File: src/rtl/antares_div_pkg.sv
// Shared types and constants for the antares sequential divider.
package antares_div_pkg;

  typedef enum logic [1:0] {
    IDLE = 2'd0,
    RUN  = 2'd1,
    FIX  = 2'd2
  } div_state_t;

  localparam int unsigned DIV_WIDTH = 32;
  localparam logic [DIV_WIDTH-1:0] DIV_BY_ZERO_Q = '1;

endpackage

File: src/rtl/antares_div_abs.sv
// Combinational magnitude and sign extraction of one division operand.
module antares_div_abs
  import antares_div_pkg::*;
#(
  parameter int unsigned WIDTH = DIV_WIDTH
) (
  input  logic [WIDTH-1:0] value,
  input  logic             is_signed,
  output logic [WIDTH-1:0] mag,
  output logic             neg
);

  assign neg = is_signed & value[WIDTH-1];
  assign mag = neg ? (~value + 1'b1) : value;

endmodule

File: src/rtl/antares_seq_divider.sv
// Radix-2 restoring divider feeding HILO for DIV/DIVU, with flush abort.
// Optional ANTARES_DIV_EARLY_EXIT_EN skips iteration when |dividend| < |divisor|.
module antares_seq_divider
  import antares_div_pkg::*;
#(
  parameter  int unsigned WIDTH = DIV_WIDTH,
  localparam int unsigned CNT_W = $clog2(WIDTH)
) (
  input  logic             clk,
  input  logic             rst,
  input  logic             op_divs,
  input  logic             op_divu,
  input  logic [WIDTH-1:0] dividend,
  input  logic [WIDTH-1:0] divisor,
  input  logic             div_abort,
  output logic [WIDTH-1:0] quotient,
  output logic [WIDTH-1:0] remainder,
  output logic             div_stall,
  output logic             div_done
);

  localparam logic [WIDTH-1:0] ZERO_Q = {WIDTH{DIV_BY_ZERO_Q[0]}};

  div_state_t state, state_nxt;

  logic [CNT_W-1:0] cnt;
  logic [WIDTH-1:0] q_reg, rem_reg, dvs_reg, dvd_raw;
  logic             neg_q, neg_r, div_zero;

  logic [WIDTH-1:0] dvd_mag, dvs_mag;
  logic             dvd_neg, dvs_neg;
  logic             start, early_exit;

  logic [WIDTH:0]   partial;
  logic [WIDTH-1:0] diff;
  logic             ge;
  logic [WIDTH-1:0] q_fix, r_fix;

  antares_div_abs #(.WIDTH(WIDTH)) u_abs_dividend (
    .value     (dividend),
    .is_signed (op_divs),
    .mag       (dvd_mag),
    .neg       (dvd_neg)
  );

  antares_div_abs #(.WIDTH(WIDTH)) u_abs_divisor (
    .value     (divisor),
    .is_signed (op_divs),
    .mag       (dvs_mag),
    .neg       (dvs_neg)
  );

  assign start = (op_divs | op_divu) & ~div_abort;

`ifdef ANTARES_DIV_EARLY_EXIT_EN
  assign early_exit = (divisor != '0) && (dvd_mag < dvs_mag);
`else
  assign early_exit = 1'b0;
`endif

  // Remainder stays below the divisor magnitude, so WIDTH+1 bits hold the shifted partial.
  always_comb begin
    partial = {rem_reg, q_reg[WIDTH-1]};
    ge      = partial >= {1'b0, dvs_reg};
    diff    = partial[WIDTH-1:0] - dvs_reg;
    q_fix   = neg_q ? (~q_reg + 1'b1) : q_reg;
    r_fix   = neg_r ? (~rem_reg + 1'b1) : rem_reg;
    if (div_zero) begin
      q_fix = ZERO_Q;
      r_fix = dvd_raw;
    end
  end

  always_comb begin
    state_nxt = state;
    unique case (state)
      IDLE: if (start) state_nxt = early_exit ? FIX : RUN;
      RUN: begin
        if (div_abort)                       state_nxt = IDLE;
        else if (cnt == CNT_W'(WIDTH - 1))   state_nxt = FIX;
      end
      FIX:     state_nxt = IDLE;
      default: state_nxt = IDLE;
    endcase
  end

  always_ff @(posedge clk or negedge rst) begin
    if (!rst) state <= IDLE;
    else      state <= state_nxt;
  end

  always_ff @(posedge clk or negedge rst) begin
    if (!rst) begin
      cnt       <= '0;
      q_reg     <= '0;
      rem_reg   <= '0;
      dvs_reg   <= '0;
      dvd_raw   <= '0;
      neg_q     <= 1'b0;
      neg_r     <= 1'b0;
      div_zero  <= 1'b0;
      quotient  <= '0;
      remainder <= '0;
      div_stall <= 1'b0;
      div_done  <= 1'b0;
    end else begin
      div_stall <= (state_nxt != IDLE);
      div_done  <= (state == FIX) && !div_abort;
      unique case (state)
        IDLE: begin
          if (start) begin
            q_reg    <= early_exit ? '0 : dvd_mag;
            rem_reg  <= early_exit ? dvd_mag : '0;
            dvs_reg  <= dvs_mag;
            dvd_raw  <= dividend;
            neg_q    <= dvd_neg ^ dvs_neg;
            neg_r    <= dvd_neg;
            div_zero <= (divisor == '0);
            cnt      <= '0;
          end
        end
        RUN: begin
          if (!div_abort) begin
            rem_reg <= ge ? diff : partial[WIDTH-1:0];
            q_reg   <= {q_reg[WIDTH-2:0], ge};
            cnt     <= cnt + 1'b1;
          end
        end
        FIX: begin
          if (!div_abort) begin
            quotient  <= q_fix;
            remainder <= r_fix;
          end
        end
        default: ;
      endcase
    end
  end

endmodule

File: config.mk
export PLATFORM = sky130hd
export DESIGN_NAME = antares_seq_divider
export DESIGN_NICKNAME = d
export VERILOG_FILES = /design/src/rtl/antares_div_pkg.sv /design/src/rtl/antares_div_abs.sv /design/src/rtl/antares_seq_divider.sv
export SDC_FILE = /design/constraint.sdc
export NUM_CORES = 1
export LEC_CHECK = 0
export ABC_CLOCK_PERIOD_IN_PS = 9500
export CAP_MARGIN = 20
export CORE_ASPECT_RATIO = 0.75
export CORE_MARGIN = 1
export CORE_UTILIZATION = 40
export CTS_BUF_LIST = sky130_fd_sc_hd__clkbuf_16
export DETAILED_ROUTE_END_ITERATION = 12
export GPL_TIMING_DRIVEN = 0
export PLACE_DENSITY_LB_ADDON = 0.15
export RECOVER_POWER = 25
export SLEW_MARGIN = 20
export SYNTH_ARGS = -nofsm -noshare
export SYNTH_HDL_FRONTEND = slang
export SYNTH_SLANG_ARGS = --single-unit
File: constraint.sdc
create_clock -name clk -period 9.5 [get_ports clk]
set_clock_uncertainty 0.2 [all_clocks]
set_input_delay 2.375 -clock clk [delete_from_list [all_inputs] [get_ports clk]]
set_output_delay 2.375 -clock clk [all_outputs]
set_load 0.005 [all_outputs]
* Word-level counts from Yosys, hierarchy flattened *
Cells that the tools add are included.

storage, ports and cells
  output and inout bits = 66
  bits in registers = 204
  word-level logic and storage cells = 64

cells by class
  $lt $le $gt $ge = 1
  bitwise logic cells = 10
  eq/ne operators = 5
  add/sub/neg operators = 6
  reduce and logical (&&, ||, !) cells = 9
  muxes and demuxes = 20

operators by type and width
  operator                                                                number
  32-bit 2-to-1 mux                                                       11
  32-bit by 1-bit adder with 32-bit output (second input constant)        4
  32-bit inverter                                                         4
  32-bit case mux with 2 select lines                                     2
  33-bit by 32-bit greater-or-equal comparator with 1-bit output          1
  32-bit zero test                                                        1
  32-bit subtractor                                                       1
  5-bit 2-to-1 mux                                                        2
  5-bit case mux with 2 select lines                                      1
  2-bit 2-to-1 mux                                                        3
  5-bit by 1-bit adder with 5-bit output (second input constant)          1
  5-bit equality test (second input constant)                             1
  2-bit != test (second input constant)                                   2
  2-bit case mux with 2 select lines                                      1
  2-bit AND reduction                                                     2
  2-bit nonzero test                                                      2
  1-bit bitwise AND                                                       3
  3-bit AND reduction                                                     1
  2-bit by 1-bit equality test with 1-bit output (second input constant)  1
  2-bit equality test (second input constant)                             1
  2-bit zero test                                                         1
  1-bit logical AND                                                       1
  1-bit zero test                                                         1
  1-bit inverter                                                          1
  2 further kinds                                                         2

* Longest topological paths before layout *
  depth after elaboration = 5
  gate-level depth with buffers = 12
  mapped depth without buffers = 12

* Hierarchy *
A second synthesis with hierarchy kept.

second synthesis, totals
  cell total of the unflattened synthesis = 1569
  area total of the unflattened synthesis = 13128.8 um^2

modules (own cells, without submodules)
  module               cells each  area an instance (um^2)  times used
  antares_seq_divider  1357        11715.0                  1
  antares_div_abs      106         706.9                    2

* Worst setup path after synthesis *
Ideal clock, no wire load.

  path type = input to register
  start point = in divisor[4]
  end point = reg dvs_reg[29]
  stages on the path = 7
  arrival = 4110 ps
  setup slack = 5056 ps
  cell sequence = nor4_1 > nor4b_1 > and3_1 > nand2_1 > o41ai_1 > xor2_1 > o21ai_0

between the ends
  word-level cells in the longest chain between the ends = 3

ends and longest elaborated chain
  element                                   line                        RTL
  start, declared                           antares_seq_divider.sv:14   input logic [WIDTH-1:0] divisor,
  32-bit inverter                           antares_div_abs.sv:14       assign mag = neg ? (~value + 1'b1) : value;
  32-bit by 1-bit adder with 32-bit output  antares_div_abs.sv:14
  32-bit 2-to-1 mux                         antares_div_abs.sv:14
  end signal, assigned                      antares_seq_divider.sv:114  dvs_reg <= dvs_mag;
  end, declared                             antares_seq_divider.sv:27   logic [WIDTH-1:0] q_reg, rem_reg, dvs_reg, dvd_raw;

No other way between the ends.
A chain may end at the register's enable or synchronous reset.

* Final worst setup path *
  start point = in op_divs
  end point = reg state[0]

between the ends
  word-level cells in the longest chain between the ends = 4

ends and longest elaborated chain
  element                             line                       RTL
  start, declared                     antares_seq_divider.sv:11  input logic op_divs,
  1-bit OR                            antares_seq_divider.sv:53  assign start = (op_divs | op_divu) & ~div_abort;
  1-bit bitwise AND                   antares_seq_divider.sv:53
  2-bit 2-to-1 mux                    antares_seq_divider.sv:77  IDLE: if (start) state_nxt = early_exit ? FIX : RUN;
  2-bit case mux with 2 select lines  antares_seq_divider.sv:76  unique case (state)
  via state_nxt[0]                    antares_seq_divider.sv:24  div_state_t state, state_nxt;
  end signal, assigned                antares_seq_divider.sv:89  else state <= state_nxt;
  end, declared                       antares_seq_divider.sv:24

The timed path passes the listed nets, and every way through them passes these cells.

==> results.md <==
- Sink Count: 204
- Post-synthesis mux area share: less than 1%
- Starting density of the core: 40.9%
- Max frequency: 187 MHz
- Reg clk slew, reported paths: 0.06 ns
- Crit path time final: approximately 5.4 ns
- Share of power burned in registers: 31.9%
- Iteration-0 DRC Markers: a little over 1000
- Post-synthesis compound-gate area fraction: 19.8%
- Startpoint types: primary input
- Post-Synth XOR/XNOR Area: roughly a tenth
- Synth Flop Type: dfrtp_1
- Synthesized net count: approximately 1700
- Slew Viols, Final: 56
- Remaining antenna violation count: 0
- Post-route setup slack: 4.14 ns
- Max Cap Viol: 1
- Largest family of logic cells by synthesized area: simple AND/OR/NAND/NOR gates
- Worst skew pair latency: 0.54 ns
- Hold_sp: dvs_reg[24]
- Rel. slew slack: -119%
- Fin crit share: 56.4%
- Clock power frac: between 20% and 30%
- Post-Syn Area: 12800 um2
- Syn_area_per_cell: between 8 and 9 um2
- Core area: about 31000 um2
- Post-synthesis instance total: 1577
- Die width: 209 um
- Crit. End Element: flop
- PortBufs: 134
- Design area: 15500 um2
- CP required: 9.67 ns
- Worst slack, placed: 3.70 ns
- Yosys reg bits: 204
- Vias in the first global route: between 10000 and 15000
- RR Startpoint: rem_reg[10]
- RSZ-0062 raised after global routing: false
- Total gr overflow: 0
- Ys async rst share: 100%
- Worst Setup SP: op_divs
- Share of Yosys cell area claimed by the top area cell type: roughly two fifths
- Post-Synth Adder-Cell Area: 3.86%
- Total wire length: 44.2 mm
- YS warnings: 0
- Net Switching: 1.82 mW
- Flop2flop setup slack: between 5 and 6 ns
- Actual slew at the worst max-slew pin: 3.29 ns
- DRC violations left: 0
- First-pass GRT wire length: 69.4 mm
- DP HPWL: 34.6 mm
- Simple-gate share of the synthesized area: a little over a fifth
- Violated checks: max-capacitance violations, max-slew violations
- Int Power: 2.25 mW
- Sw frac: between 40% and 50%
- Total GRT Usage: 27.3%
- Area after DPL: ~15000 um2
- Chip height: between 150 and 200 um
- Fillers: just over 3000
- Via Count: 12500
- DR vias/cell: 5.76
- DR WL/cell: 20.5 um
- Distinct cell type count of the synthesized netlist: 66
- Layout cell share with drive strength beyond 1: 3.30%
- Worst Reg-to-Reg Cells: 11
- Final hold violation count: 0
- Num CTS Buffers: 24
- Crit path to: state[0]
- Area of the multi-input gates: 7170 um2
- Clock Tree Buf Depth: 3
- Post-CTS Setup Bufs: 0
- Root Driver: clkbuf_16
- Ant diodes: 0
- Comb pwr share: 46.7%
- Post-CTS sizing: 0
- CTS tree: done
- Status: finished with violations
- Synth top area cells: dfrtp_1 40%, nand2_1 8.7%, xor2_1 6.3%
- Hold Slack: 0.275 ns
- DR pass1 iterations: 5
- PwrDens: 263 nW/um2
- Initial antenna violation count: 0
- Cell taking the most area after synthesis: dfrtp_1
- Crit path max fanout: 10
- Hold Crit Class: flop to flop
- H-tree lvl count: 1
- Largest net degree at the start of global routing: 82
- Hold-fix buffers at CTS: 0
- Worst ir drop on vdd: 0.000111 V
- WP data arrival: 5.53 ns
- Register area: between 5000 and 6000 um2
- Final setup viols: 0
- Crit Path Category: primary input to flop
- Number of synthesized flops with an enable pin: 0
- Row count: 56
- Reg2reg end: rem_reg[28]
- Area Growth Syn to Fin: 20.6%
- Die area: 32800 um2
- GP Congestion: between 0.9 and 1
- Register area share after synthesis: roughly two fifths
- I/O Pins: 135
- Final nets: 1849
- Leakage: 6.76 nW
[logic make-up after synthesis]
family / Yosys count
and+or+nand+nor: 619
adders and majority gates: 39
xor gates and xnor gates: 140
DFF: 204
buffers and inverters: 141
muxes: 10
AOI/OAI and AO/OA: 424
[power groups by stage]
stage	Clock, mW	Combinational, mW	Sequential [mW]
3_5_place_dp	0	1.86	1.30
6_report	0.872	1.90	1.30
2_1_floorplan	0	1.37	1.21
4_1_cts	0.890	1.87	1.29
5_1_grt	0.926	2.12	1.32
3_3_place_gp	0	1.84	1.30
[critical path, cell delays in order]
cell and delay, ns:
clkdlybuf4s50_1 0.56, nor2_1 0.38, or4_1 0.17, clkbuf_1 0.62, clkbuf_1 0.72, clkbuf_1 0.50, o21ai_0 0.20
[final cells by class]
| class | instances | share of cell area [%] |
|---|---|---|
| Tap cell | 406 | 3.28 |
| Clock buffer | 25 | 4.04 |
| Timing Repair Buffer | 138 | 9.08 |
| Clock inverter | 16 | 0.639 |
| Buffer | 88 | 2.35 |
| Sequential cell | 204 | 33.0 |
| Inverter | 53 | 1.29 |
| Multi-Input combinational cell | 1232 | 46.3 |
[through the flow]
stage	total power, mW	util (%)	TNS [ns]	cells
6_report	4.07	49.3	0	2162
4_1_cts	4.05	49.3	0	2162
3_3_place_gp	3.14	46.8	-661.04	2117
5_1_grt	4.37	49.3	0	2162
3_5_place_dp	3.16	47.0	0	2121
2_1_floorplan	2.57	-	0	1577
[worst min path at each step]
| stage | endpoint | slack [ns] | cells after the start |
|---|---|---|---|
| 2_1_floorplan | dvd_raw[30] | 0.24 | 2 |
| 6_report | dvs_reg[24] | 0.27 | 2 |
| 3_3_place_gp | dvd_raw[31] | 0.26 | 2 |
| 3_5_place_dp | dvd_raw[31] | 0.26 | 2 |
| 5_1_grt | dvd_raw[31] | 0.30 | 2 |
| 4_1_cts | dvd_raw[31] | 0.27 | 2 |
[cell usage after synthesis, types with 3 or more instances]
library cell / n
or4_1: 15
nand3_1: 33
a2111oi_0: 3
o21ai_1: 6
a21o_1: 12
a31o_2: 3
ha_1: 38
nor4_1: 13
nor3_1: 23
o21ai_0: 142
mux2i_1: 9
nand2b_1: 8
buf_1: 3
o41ai_1: 13
and2_1: 6
or3_1: 16
dfrtp_1: 204
o2111ai_1: 4
a21boi_0: 3
nor2b_1: 8
and4_1: 3
nor2_1: 134
or2_2: 5
o221ai_1: 3
inv_1: 53
clkbuf_1: 81
and3_1: 15
xnor2_1: 47
a31oi_1: 14
o31ai_1: 31
o21a_1: 3
nand4_1: 30
nand2_1: 297
o211ai_1: 28
a221oi_1: 3
clkbuf_8: 3
xor2_1: 93
a21oi_1: 138
[layer usage]
| metal | GRT usage, % | routed length, um | up-vias |
|---|---|---|---|
| li1 | - | - | 5854 |
| met1 | 44.0 | 23100 | 6114 |
| met2 | 36.3 | 16900 | 446 |
| met3 | 5.83 | 3570 | 47 |
| met4 | 5.32 | 712 | 0 |
| met5 | 0.450 | 0 | - |
[cells in the final DEF (no fill, tap or decap), types with 13 or more instances in the layout]
cell type,instances
or3_1,16
and3_1,15
a21oi_1,138
o21ai_0,142
o211ai_1,28
xnor2_1,47
or4_1,15
o31ai_1,31
nand2_1,297
ha_1,38
nand3_1,33
xor2_1,93
inv_1,59
dfrtp_1,204
clkdlybuf4s50_1,133
nor3_1,23
o41ai_1,13
nand4_1,30
nor2_1,134
clkbuf_16,25
clkbuf_1,82
a31oi_1,14
(Power assumes the default switching activity.)
